===== config.mk =====
export PLATFORM = sky130hd
export DESIGN_NAME = mulaw_rt_fifo
export DESIGN_NICKNAME = d
export VERILOG_FILES = /design/src/rtl/mulaw_rt_fifo.sv
export SDC_FILE = /design/constraint.sdc
export NUM_CORES = 1
export LEC_CHECK = 0
export ABC_AREA = 1
export CORE_ASPECT_RATIO = 0.7
export CORE_MARGIN = 3
export CORE_UTILIZATION = 45
export CTS_CLUSTER_DIAMETER = 200
export DETAILED_ROUTE_END_ITERATION = 8
export GPL_TIMING_DRIVEN = 0
export PLACE_DENSITY_LB_ADDON = 0.2
export SETUP_SLACK_MARGIN = 0.2
export SKIP_LAST_GASP = 1
export SLEW_MARGIN = 0
export SYNTH_ARGS = -nofsm -noshare
export SYNTH_HDL_FRONTEND = slang
export SYNTH_SLANG_ARGS = --single-unit

===== constraint.sdc =====
create_clock -name i_clk -period 2.1 [get_ports i_clk]
set_input_delay 0.315 -clock i_clk [delete_from_list [all_inputs] [get_ports i_clk]]
set_output_delay 0.315 -clock i_clk [all_outputs]
set_load 0.005 [all_outputs]

===== src/rtl/mulaw_rt_fifo.sv =====
// Single-clock reference FIFO for the round-trip checker.
//   i_clk, i_rst      : clock, asynchronous active-high reset
//   i_flush           : empties the FIFO (pointers and count to zero)
//   i_push, i_din     : write request and data; dropped when full unless
//                       a pop happens in the same cycle
//   i_pop             : read request; o_dout is the current head
//   o_full, o_empty   : occupancy flags
//   o_count           : occupancy, 0..P_DEPTH
module mulaw_rt_fifo #(
  parameter int DATA_W  = 16,
  parameter int P_DEPTH = 16
) (
  input  logic                       i_clk,
  input  logic                       i_rst,
  input  logic                       i_flush,
  input  logic                       i_push,
  input  logic                       i_pop,
  input  logic [DATA_W-1:0]          i_din,
  output logic [DATA_W-1:0]          o_dout,
  output logic                       o_full,
  output logic                       o_empty,
  output logic [$clog2(P_DEPTH):0]   o_count
);

  localparam int AW = $clog2(P_DEPTH);
  localparam int CW = AW + 1;

  logic [DATA_W-1:0] mem [P_DEPTH];
  logic [AW-1:0]     wr_ptr;
  logic [AW-1:0]     rd_ptr;
  logic              wr_en;
  logic              rd_en;

  assign o_full  = (o_count == CW'(P_DEPTH));
  assign o_empty = (o_count == '0);
  assign o_dout  = mem[rd_ptr];

  // A full FIFO still accepts a write when the head leaves in the same cycle.
  assign wr_en = i_push && !i_flush && (!o_full || i_pop);
  assign rd_en = i_pop && !i_flush && !o_empty;

  always_ff @(posedge i_clk or posedge i_rst) begin
    if (i_rst) begin
      wr_ptr  <= '0;
      rd_ptr  <= '0;
      o_count <= '0;
    end else if (i_flush) begin
      wr_ptr  <= '0;
      rd_ptr  <= '0;
      o_count <= '0;
    end else begin
      if (wr_en) wr_ptr <= wr_ptr + AW'(1);
      if (rd_en) rd_ptr <= rd_ptr + AW'(1);
      case ({wr_en, rd_en})
        2'b10:   o_count <= o_count + CW'(1);
        2'b01:   o_count <= o_count - CW'(1);
        default: o_count <= o_count;
      endcase
    end
  end

  always_ff @(posedge i_clk) begin
    if (wr_en) mem[wr_ptr] <= i_din;
  end

endmodule


==> out/metrics.yaml <==
synthesis:
  synth_area_leaders: "edfxtp_1 71%, o21ai_0 6.3%, nor2_1 5.2%"
  syn_inst: 818
  async_reset_ff_frac: 0.0483
  ys.warnings.count: 0
  syn_area_um2: 10800
  yosysTopAreaCellShare: 0.712
  synth_seq_cells: 269
  ys.flop_type: "edfxtp_1"
  ys_types: 30
  synth_edf_count: 256
  ys_seq_area_frac: 0.742
  synth_largest_area_cell: "edfxtp_1"
  avgSynthCellArea_um2: 13.2
  synth_nets: 846
floorplan:
  dieArea_um2: 25900
  initial_utilization: 0.467
  core_area_um2: 23100
  boundaryPins: 44
  die_w_um: 191
  die_y_um: 136
  core.rowCount: 46
job:
  drv_cap: 0
routing:
  drc: 0
  via_count: 7956
  finalWirelength_um: 35100
  routed_via_density: 6.08
  ant_nets: 0
  drt_pass1_iterations: 5
  wl_per_cell_um: 26.8
  drt-initial-drc-count: 1217
clocking:
  cts_tree: "yes"
  worst_skew_pair.late_latency_ns: 0.53
  cts_buffers: 26
  htreeDepth: 1
  root_buffer: "clkbuf_16"
  cts_buffer_depth: 3
  cts_num_sinks: 269
  clkTransAtPathRegs_ns: 0.07
global_route:
  grt-ovfl-total: 0
  grt_pass1_vias: 7477
  gr-usage-all-layers: 0.265
  antenna_found_initial: 0
  grt_pass1_wl_um: 49700
  grt_start_max_net_pins: 17
pwr:
  p_int_mw: 11.8
  p_seq_frac: 0.350
  ir_worst_vdd_v: 0.000768
  leakage_nw: 5.08
  comb_power_share: 0.351
  switchingPower_mw: 5.63
  pwr-share-clk: 0.300
  power_density_nw_per_um2: 1190
  netSwitchingFraction: 0.323
status:
  outcome: "finished, violations left"
  violations: "setup timing"
timing:
  slew_viol_final: 0
  rsz0062_at_grt: "true"
  fin_skew_ns: 0.0110
  post-route-period-util: 1.23
  finalSetupViolCount: 16
  relSlewSlack: 0.494
  worst_pin_slew_ns: 0.757
  finalHoldViolations: 0
  clock.fmax_ghz: 0.388
  post-route-min-period_ns: 2.58
  setup_ws_ns: -0.479
layout:
  final_common_cell: "edfxtp_1"
  syn2layout_area_growth_pct: 35.7
  multiInputGateArea_um2: 3070
  ff_latch_area_um2: 8020
  diodes: 0
  final_util: 0.634
  drive_above_1_share: 0.317
  final_cell_mix: "256 x edfxtp_1, 117 x nor2_1, 92 x o21ai_0"
  nets: 1004
  n_fill_cell: 1627
  design_area_um2: 14700
placement:
  place_congestion: 0.873
  hpwlAfterDp_um: 20300
  place_area_um2: 11900
  io_buffers: 43
critical_path:
  cp.arrival_ns: 2.26
  cp.required_ns: 1.78
  crit_fanout: 8
  critPathCaptureType: "primary output"
  critical_path_class: "flip-flop to primary output"
  startpoint_type: "flip-flop"
worst_hold_path:
  hp-class: "primary input to asynchronous set/reset pin"
## cell families (layout without fill, tap and decap cells)
| group | Yosys count | count (layout) | synth area share |
|---|---|---|---|
| adder cells (fa/ha/maj) | 7 | 7 | 0.00811 |
| buffers and inverters | 76 | 254 | 0.0292 |
| AO/OA/AOI/OAI | 227 | 227 | 0.128 |
| AND/OR/NAND/NOR | 237 | 237 | 0.0912 |
| XOR/XNOR | 2 | 2 | 0.00162 |
| flip-flops | 269 | 269 | 0.742 |
## power groups by stage
| stage | clock, mW | combinational (mW) | sequential, mW |
|---|---|---|---|
| global route | 5.47 | 6.42 | 6.10 |
| detailed placement | 0 | 3.98 | 6.21 |
| finish | 5.23 | 6.11 | 6.10 |
| CTS | 5.24 | 5.41 | 6.09 |
| floorplan | 0 | 2.11 | 6.18 |
| global placement | 0 | 3.94 | 6.21 |
## sequential cells by signal, summed over array words and instances, names as in the netlist
register	count
o_count	5
mem	256
rd_ptr	4
wr_ptr	4
## worst max-delay path, stage by stage (launching register included)
cell,delay [ns]
dfrtp_2,0.44
buf_6,0.15
inv_8,0.08
buf_12,0.14
buf_12,0.13
buf_6,0.11
nor2_1,0.04
o221ai_1,0.20
nand3_1,0.18
nand2_1,0.14
buf_2,0.12
## area by class of cell
class | count | share of cell area
Buffer | 51 | 0.0393
Multi-Input combinational cell | 473 | 0.210
Clock inverter | 19 | 0.0183
Sequential cell | 269 | 0.547
Inverter | 25 | 0.00768
Tap cell | 312 | 0.0266
Clock buffer | 29 | 0.0466
Timing Repair Buffer | 130 | 0.105
## final timing paths
path / slack [ns] / cells after the start / end / from
max: -0.48 / 10 / o_dout[3] / rd_ptr[0]$_DFFE_PP0P_
min: 0.19 / 2 / wr_ptr[3]$_DFFE_PP0P_ / i_rst
max reg2reg: 0.08 / 10 / mem[7][3]$_DFFE_PP_ / o_count[1]$_DFFE_PP0P_
min reg2reg: 0.59 / 2 / o_count[4]$_DFFE_PP0P_ / o_count[4]$_DFFE_PP0P_
max in group asynchronous: 1.50 / 2 / rd_ptr[0]$_DFFE_PP0P_ / i_rst
min in group i_clk: 0.47 / 3 / rd_ptr[2]$_DFFE_PP0P_ / i_pop
## timing repair
action	4_1_cts	5_1_grt
gates cloned	5	2
setup endpoints to repair	271	248
hold buffers	0	0
setup buffers	48	18
pin swaps	74	66
gates resized for setup	291	111
## cell usage after synthesis (all sizes together), types with 13 or more instances
cell type  count
o21ai        138
o22ai         20
nor2         152
nand2         53
inv           23
dfrtp         13
o211ai        19
nand3         28
clkbuf        34
buf           17
o221ai        45
edfxtp       256
## per-stage QoR
stage	std cells	total power, mW	hold slack, ns	worst slack [ns]	TNS (ns)
finish	1308	17.4	0.189	-0.479	-6.53
global route	1308	18.0	0.213	-0.520	-7.57
CTS	1288	16.7	0.126	-0.486	-7.01
detailed placement	1187	10.2	0.573	-0.791	-129.84
global placement	1173	10.1	0.561	-1.55	-336.71
floorplan	818	8.30	0.192	0.00706	0
## metal layers
layer | GRT usage | wire length [µm] | up-vias
met5 | 0 | 0 | -
met4 | 0.0737 | 1090 | 0
met2 | 0.392 | 15300 | 594
met1 | 0.393 | 14200 | 3868
li1 | - | - | 3395
met3 | 0.0644 | 4540 | 99
(Power assumes the default switching activity.)
